File: src/rtl/aes_ctrl_pkg.sv
// Shared types and helpers for the AES round controller.
// Round count lookup keeps the key-length decoding in one place.
package aes_ctrl_pkg;

    localparam int MAX_NR_C = 14;

    typedef enum logic [2:0] {
        IDLE,
        KEXP,
        INIT_ARK,
        ROUND,
        FINAL,
        OUT_WAIT
    } ctrl_state_t;

    typedef enum logic [1:0] {
        K128 = 2'd0,
        K192 = 2'd1,
        K256 = 2'd2
    } klen_t;

    // Which datapath operation is reading the round-key store this cycle
    typedef enum logic [1:0] {
        PH_NONE,
        PH_INIT,
        PH_ROUND,
        PH_FINAL
    } rk_phase_t;

    function automatic logic [7:0] nr_of(klen_t k);
        case (k)
            K192:    return 8'd12;
            K256:    return 8'd14;
            default: return 8'd10;
        endcase
    endfunction

endpackage

File: src/rtl/aes_rk_index.sv
// Round-key read index generator: forward order for encrypt,
// reversed order (Nr down to 0) for decrypt.
module aes_rk_index
    import aes_ctrl_pkg::*;
#(
    parameter int IDX_W = 4
) (
    input  logic             enc,
    input  logic [IDX_W-1:0] cnt,
    input  logic [IDX_W-1:0] nr,
    input  rk_phase_t        phase,
    output logic [IDX_W-1:0] rd_idx
);

    always_comb begin
        rd_idx = '0;
        case (phase)
            PH_INIT:  rd_idx = enc ? '0  : nr;
            PH_ROUND: rd_idx = enc ? cnt : nr - cnt;
            PH_FINAL: rd_idx = enc ? nr  : '0;
            default:  rd_idx = '0;
        endcase
    end

endmodule

File: src/rtl/aes_round_ctrl.sv
// AES control FSM for 128/192/256-bit keys: key-schedule write pass,
// round sequencing for encrypt/decrypt, and start/ready + out_valid/out_ready handshakes.
module aes_round_ctrl
    import aes_ctrl_pkg::*;
#(
    parameter int         MAX_NR   = 14,
    parameter int         IDX_W    = $clog2(MAX_NR + 1),
    parameter logic [2:0] LEN_MASK = 3'b111
) (
    input  logic             clk,
    input  logic             reset,
    input  logic             key_load,
    input  logic [1:0]       key_len,
    input  logic             start,
    input  logic             encrypt,
    output logic             ready,
    output logic             key_valid,
    output logic             busy,
    output logic             kexp_step,
    output logic             rk_we,
    output logic [IDX_W-1:0] rk_wr_idx,
    output logic [IDX_W-1:0] rk_rd_idx,
    output logic             dp_load,
    output logic             dp_round,
    output logic             dp_final,
    output logic             out_valid,
    input  logic             out_ready,
    output logic             done,
    output logic             err
);

    ctrl_state_t      state, state_nxt;
    logic [IDX_W-1:0] cnt, cnt_nxt;
    logic [IDX_W-1:0] nr, nr_nxt;
    logic             enc, enc_nxt;
    logic             kv_nxt;
    rk_phase_t        phase;
    logic             len_ok;
    logic [3:0]       mask_ext;

    // Code 3 maps to the always-zero top bit, so reserved lengths are rejected
    assign mask_ext = {1'b0, LEN_MASK};
    assign len_ok   = mask_ext[key_len];

    always_ff @(posedge clk) begin
        if (reset) begin
            state     <= IDLE;
            cnt       <= '0;
            nr        <= '0;
            enc       <= 1'b0;
            key_valid <= 1'b0;
        end else begin
            state     <= state_nxt;
            cnt       <= cnt_nxt;
            nr        <= nr_nxt;
            enc       <= enc_nxt;
            key_valid <= kv_nxt;
        end
    end

    always_comb begin
        state_nxt = state;
        cnt_nxt   = cnt;
        nr_nxt    = nr;
        enc_nxt   = enc;
        kv_nxt    = key_valid;
        phase     = PH_NONE;
        ready     = 1'b0;
        busy      = (state != IDLE);
        kexp_step = 1'b0;
        rk_we     = 1'b0;
        rk_wr_idx = '0;
        dp_load   = 1'b0;
        dp_round  = 1'b0;
        dp_final  = 1'b0;
        out_valid = 1'b0;
        done      = 1'b0;
        err       = 1'b0;

        case (state)
            IDLE: begin
                ready = key_valid & ~key_load;
                if (key_load) begin
                    if (len_ok) begin
                        nr_nxt    = IDX_W'(nr_of(klen_t'(key_len)));
                        kv_nxt    = 1'b0;
                        cnt_nxt   = '0;
                        state_nxt = KEXP;
                    end else begin
                        err = 1'b1;
                    end
                end else if (start) begin
                    if (key_valid) begin
                        enc_nxt   = encrypt;
                        state_nxt = INIT_ARK;
                    end else begin
                        err = 1'b1;
                    end
                end
            end
            KEXP: begin
                kexp_step = 1'b1;
                rk_we     = 1'b1;
                rk_wr_idx = cnt;
                if (cnt == nr) begin
                    kv_nxt    = 1'b1;
                    cnt_nxt   = '0;
                    state_nxt = IDLE;
                end else begin
                    cnt_nxt = cnt + IDX_W'(1);
                end
            end
            INIT_ARK: begin
                dp_load   = 1'b1;
                phase     = PH_INIT;
                cnt_nxt   = IDX_W'(1);
                state_nxt = ROUND;
            end
            ROUND: begin
                dp_round = 1'b1;
                phase    = PH_ROUND;
                // Last middle round reads index Nr-1 (or 1), so the counter stops short of Nr
                if (cnt == nr - IDX_W'(1)) begin
                    cnt_nxt   = '0;
                    state_nxt = FINAL;
                end else begin
                    cnt_nxt = cnt + IDX_W'(1);
                end
            end
            FINAL: begin
                dp_final  = 1'b1;
                phase     = PH_FINAL;
                state_nxt = OUT_WAIT;
            end
            OUT_WAIT: begin
                out_valid = 1'b1;
                done      = out_ready;
                if (out_ready) state_nxt = IDLE;
            end
            default: state_nxt = IDLE;
        endcase

        // Requests while busy are dropped but flagged
        if (state != IDLE && (key_load || start)) err = 1'b1;
    end

    aes_rk_index #(.IDX_W(IDX_W)) u_rk_index (
        .enc    (enc),
        .cnt    (cnt),
        .nr     (nr),
        .phase  (phase),
        .rd_idx (rk_rd_idx)
    );

endmodule

File: config.mk
export PLATFORM = sky130hd
export DESIGN_NAME = aes_round_ctrl
export DESIGN_NICKNAME = d
export VERILOG_FILES = /design/src/rtl/aes_ctrl_pkg.sv /design/src/rtl/aes_rk_index.sv /design/src/rtl/aes_round_ctrl.sv
export SDC_FILE = /design/constraint.sdc
export NUM_CORES = 1
export LEC_CHECK = 0
export ABC_CLOCK_PERIOD_IN_PS = 5400
export BUFFER_PORTS_ARGS = -buffer_cell sky130_fd_sc_hd__buf_2
export CAP_MARGIN = 10
export CORE_ASPECT_RATIO = 0.9
export CORE_MARGIN = 4
export CORE_UTILIZATION = 48
export CTS_CLUSTER_SIZE = 24
export DETAILED_ROUTE_END_ITERATION = 10
export PLACE_DENSITY = 0.73
export SKIP_LAST_GASP = 1
export SLEW_MARGIN = 20
export SYNTH_ARGS = -nofsm -noshare
export SYNTH_HDL_FRONTEND = slang
export SYNTH_SLANG_ARGS = --single-unit
export TNS_END_PERCENT = 30
File: constraint.sdc
create_clock -name clk -period 5.4 [get_ports clk]
set_clock_uncertainty 0.05 [all_clocks]
set_input_delay 1.08 -clock clk [delete_from_list [all_inputs] [get_ports clk]]
set_output_delay 1.08 -clock clk [all_outputs]
set_load 0.05 [all_outputs]
# Word level (Yosys, flattened, before mapping)
# Cells that the tools add are included.
# totals
ff_bits	13
input_bits	8
output_inout_bits	19
word_cells	81
# op_classes
addsub	3
order_cmp	1
eq_ne	20
n_mux	39
bitwise	2
n_reduce_logical	11
# ops
cell	count
$mux W4	8
$mux W3	7
$pmux W3 S6	1
$mux W1	17
$pmux W4 S4	1
$pmux W4 S3	1
$ne A2 B2 Y1 const B	5
$ne A3 B3 Y1 const B	3
$eq A4 B4 Y1	2
$reduce_and A4 Y1	2
$eq A2 B2 Y1 const B	3
$eq A3 B2 Y1 const B	2
$eq A3 B3 Y1 const B	2
$pmux W2 S3	1
$pmux W3 S2	1
$reduce_and A3 Y1	2
$reduce_and A6 Y1	1
$add A4 B1 Y4 const B	1
$eq A2 B1 Y1 const B	2
$reduce_bool A4 Y1	1
$sub A4 B1 Y4 const B	1
$sub A4 B4 Y4	1
$eq A3 B1 Y1 const B	1
$logic_not A3 Y1	1
other kinds (9)	9

# Longest topological paths before layout
# depth
word_depth	6
depth_mapped	8
ltp_nobuf	8

# By module
# From an unflattened synthesis, not the netlist that was laid out.
# unflattened
hier_cells	149
hier_area_um2	1146.1
# by_module_without_submodules
module	n_inst	cells_each	area_per_inst_um2	seq_area_each_um2
aes_round_ctrl	1	110	868.3	240.2
aes_rk_index	1	39	277.8	0.0

# Least setup slack after synthesis
# Ideal clock, no wire load.
# synth_timing
path_kind	reg2out
start	reg state[1]
end	out rk_rd_idx[2]
t_arrival_ns	3.145
required_time_ns	4.270
slack_ns	1.125
stages_incl_launch_ff	6
n_path_buf	1
path_cell_list	dfxtp_1 > buf_2 > inv_1 > nor3_1 > a22oi_1 > a21oi_1
# synth_via
elab_chain_len	4
word_cells_on_any_way	8
classes_between	6 x eq/ne; 2 x mux
# synth_rtl
element	line	source
start, declared	aes_round_ctrl.sv:32	ctrl_state_t state, state_nxt;
start signal, assigned	aes_round_ctrl.sv:53	state <= state_nxt;
$eq A3 B3 Y1 / $eq A3 B2 Y1 (equally long branches)	aes_round_ctrl.sv:80	case (state)
$pmux W2 S3 *	aes_round_ctrl.sv:80	
$eq A2 B2 Y1 / $eq A2 B1 Y1 (equally long branches)	aes_rk_index.sv:17	case (phase)
$pmux W4 S3 *	aes_rk_index.sv:17	
end, declared	aes_round_ctrl.sv:22	output logic [IDX_W-1:0] rk_rd_idx,
# Every way passes the cells marked *; elsewhere a longest branch is shown, timed or not.

# Worst setup path after layout
# layout_timing
start	reg state[0]
end	out rk_rd_idx[3]
# Same word-level chain as after synthesis.

==> flow_summary.yaml <==
clock_network:
  h-tree-depth: 1
  cts_buffers: 3
  post_cts_buffers: 0
  holdBufCountCts: 0
  clock_sinks: 12
  clk_pin_slew_ps: 80
  clock_latency_ps: 280
  clockBufferDepth: 2
  cts_resized: 0
  cts-root-buf: "clkbuf_4"
  cts_tree: "done"
synthesis:
  synth_compound_area_share_pct: 20.1
  yosysUniqueCellTypes: 41
  ys_seq_area_share_pct: 22.9
  synthXorXnorAreaFrac_pct: 5.48
  netlist_area_um2: 1050
  synth_top_flop_cell: "dfxtp_1"
  synth_top_family_by_area: "simple AND/OR/NAND/NOR gates"
  yosys_warnings: 0
  async_flop_share_pct: 0
  synth_seq_cells: 12
  avgSynthCellArea_um2: 7.61
  syn_nets: 155
  synth_edf_count: 0
  yosys.area_share.simple_pct: 28.5
  synthCells: 138
  synth_fa_ha_area_share_pct: 11.4
  synthMuxAreaShare_pct: 2.03
power:
  pwr-share-clk_pct: 18.1
  ir_drop_mv: 0.190
  pwr-share-comb_pct: 50.2
  cellLeakagePower_nw: 0.566
  switchingPower_mw: 0.192
  seqPwrFrac_pct: 31.8
  switching_share_pct: 48.2
  p_per_area_nw_per_um2: 334
  intPower_mw: 0.206
timing:
  hold_violations: 0
  fmax_ghz: 0.273
  max_slew_margin_pct: 47.5
  setup_viol: 0
  period_share_pct: 68.0
  fin_setup_tns_ps: 0
  worst_pin_slew_ps: 782
  fin_crit_ps: 3670
  final_max_slew_viol_count: 0
  rsz0062_at_grt: "no"
route:
  initialDrtViolationCount: 16
  dr.pass1.iters: 4
  ant_nets: 0
  vias: 1040
  drt-total-wl_mm: 2.41
  drc: 0
  routed_via_density: 5.68
  wire_per_inst_um: 13.2
placed_design:
  hpwl_mm: 1.90
  port_buffers: 26
  gp_congestion: 0.874
die:
  initial_utilization_pct: 52.8
  core_um2: 1990
  fp.dieH_um: 52.4
  io_pins: 27
  rows: 15
  die_x_um: 57.3
  dieArea_um2: 3000
cells_and_area:
  area_delta_synth_final_pct: 13.6
  final_core_util_pct: 59.9
  layout.cells.most_common: "buf_2"
  layout_common_cells: "26 x buf_2, 17 x nor2_1, 12 x inv_1, 12 x nand2_1, 12 x dfxtp_1"
  num_antenna_cells: 0
  layout-drive-gt1-share_pct: 21.5
  nets: 176
setup_path:
  crit_path_end_kind: "output pin"
  reg2reg_slack_ps: 3290
  reg2reg_depth: 8
  cp.required_ps: 4270
  r2r-end: "cnt[3]$_SDFFE_PP0P_"
  r2r_start: "cnt[1]$_SDFFE_PP0P_"
  cp-start-kind: "flip-flop"
  critPathMaxFanout: 17
  cp-endpoint: "rk_rd_idx[3]"
  crit_path_start: "state[0]$_SDFFE_PP0P_"
  arrival_ps: 2540
  path_class: "reg -> out"
run:
  maxCapViolCount: 0
min_path:
  hp-class: "reg -> reg"
global_routing:
  grt_max_degree: 24
  grt_overflow: 0
  grt_usage_pct: 17.4
  grt_pass1_vias: 947
  grt_first_pass_wirelength_mm: 4.06
  antenna_found_initial: 0
run_status:
  status: "finished, final reports clean"
==> routing by layer <==
metal	up-vias	wire length [um]	global-route usage, %
li1	524	-	-
met1	475	1100	20.7
met2	37	1080	30.8
met3	4	199	2.71
met4	0	35	8.11
met5	-	0	0
==> flip-flops by register name (all words and copies together) (netlist names) <==
name and cells:
nr 3, enc 1, key_valid 1, state 3, cnt 4
==> cell type report <==
cell class / instances / area [um2]
sequential: 12 / 240
multi-input combinational: 104 / 709
fill: 207 / 797
tap: 25 / 31.3
inverter: 12 / 45.0
timing repair buffer: 26 / 130
clock buffer: 4 / 36.3
==> cells in the mapped netlist (all sizes together) (3+ instances only) <==
cell	number	area [um2]
a21oi	7	35.0
a31oi	4	25.0
and2	3	18.8
and3	4	30.0
buf	4	31.3
clkbuf	6	23.8
dfxtp	12	240
ha	8	100
inv	12	45.0
nand2	12	45.0
nand2b	3	18.8
nand3	4	20.0
nor2	17	63.8
nor2b	3	18.8
nor3	7	35.0
nor4	4	25.0
xor2	4	35.0
==> stage by stage <==
stage | std cells | hold slack (ps) | instance area [um2] | setup slack, ps | total power, mW
floorplan | 138 | 448 | 1050 | 1120 | 0.291
global placement | 179 | 478 | 1160 | 2130 | 0.323
detailed placement | 179 | 485 | 1160 | 2070 | 0.329
CTS | 183 | 496 | 1190 | 1740 | 0.402
global route | 183 | 558 | 1190 | 1520 | 0.429
finish | 183 | 494 | 1190 | 1730 | 0.399
==> power groups by stage <==
stage	sequential, mW	combinational, mW	clock, mW
after floorplan	0.113	0.177	0
after global placement	0.127	0.196	0
after detailed placement	0.128	0.201	0
after CTS	0.126	0.201	0.0748
after global routing	0.130	0.221	0.0778
final	0.127	0.200	0.0721
==> worst min-delay path by stage <==
stage                              from             endpoint  slack (ps)  cells past startpoint
CTS                 cnt[2]$_SDFFE_PP0P_  cnt[2]$_SDFFE_PP0P_         500                      2
detailed placement  cnt[2]$_SDFFE_PP0P_  cnt[2]$_SDFFE_PP0P_         490                      2
finish              cnt[2]$_SDFFE_PP0P_  cnt[2]$_SDFFE_PP0P_         490                      2
global placement    cnt[2]$_SDFFE_PP0P_  cnt[2]$_SDFFE_PP0P_         480                      2
floorplan           cnt[2]$_SDFFE_PP0P_  cnt[2]$_SDFFE_PP0P_         450                      2
global route        cnt[2]$_SDFFE_PP0P_  cnt[2]$_SDFFE_PP0P_         560                      2
==> worst max-delay path, stage by stage (launching register included) <==
cell and delay [ps]:
dfxtp_1 630, inv_1 240, nor3_1 700, o311ai_0 270, o211ai_1 130, buf_2 280
==> kinds of logic (layout without fill, tap and decap cells) <==
family | after synthesis | count (layout)
XOR/XNOR | 5 | 5
flip-flops | 12 | 12
AND/OR/NAND/NOR | 60 | 60
adder cells (fa/ha/maj) | 9 | 9
multiplexers | 2 | 2
AO/OA/AOI/OAI | 28 | 28
buffers and inverters | 22 | 42
(Power assumes the default switching activity.)
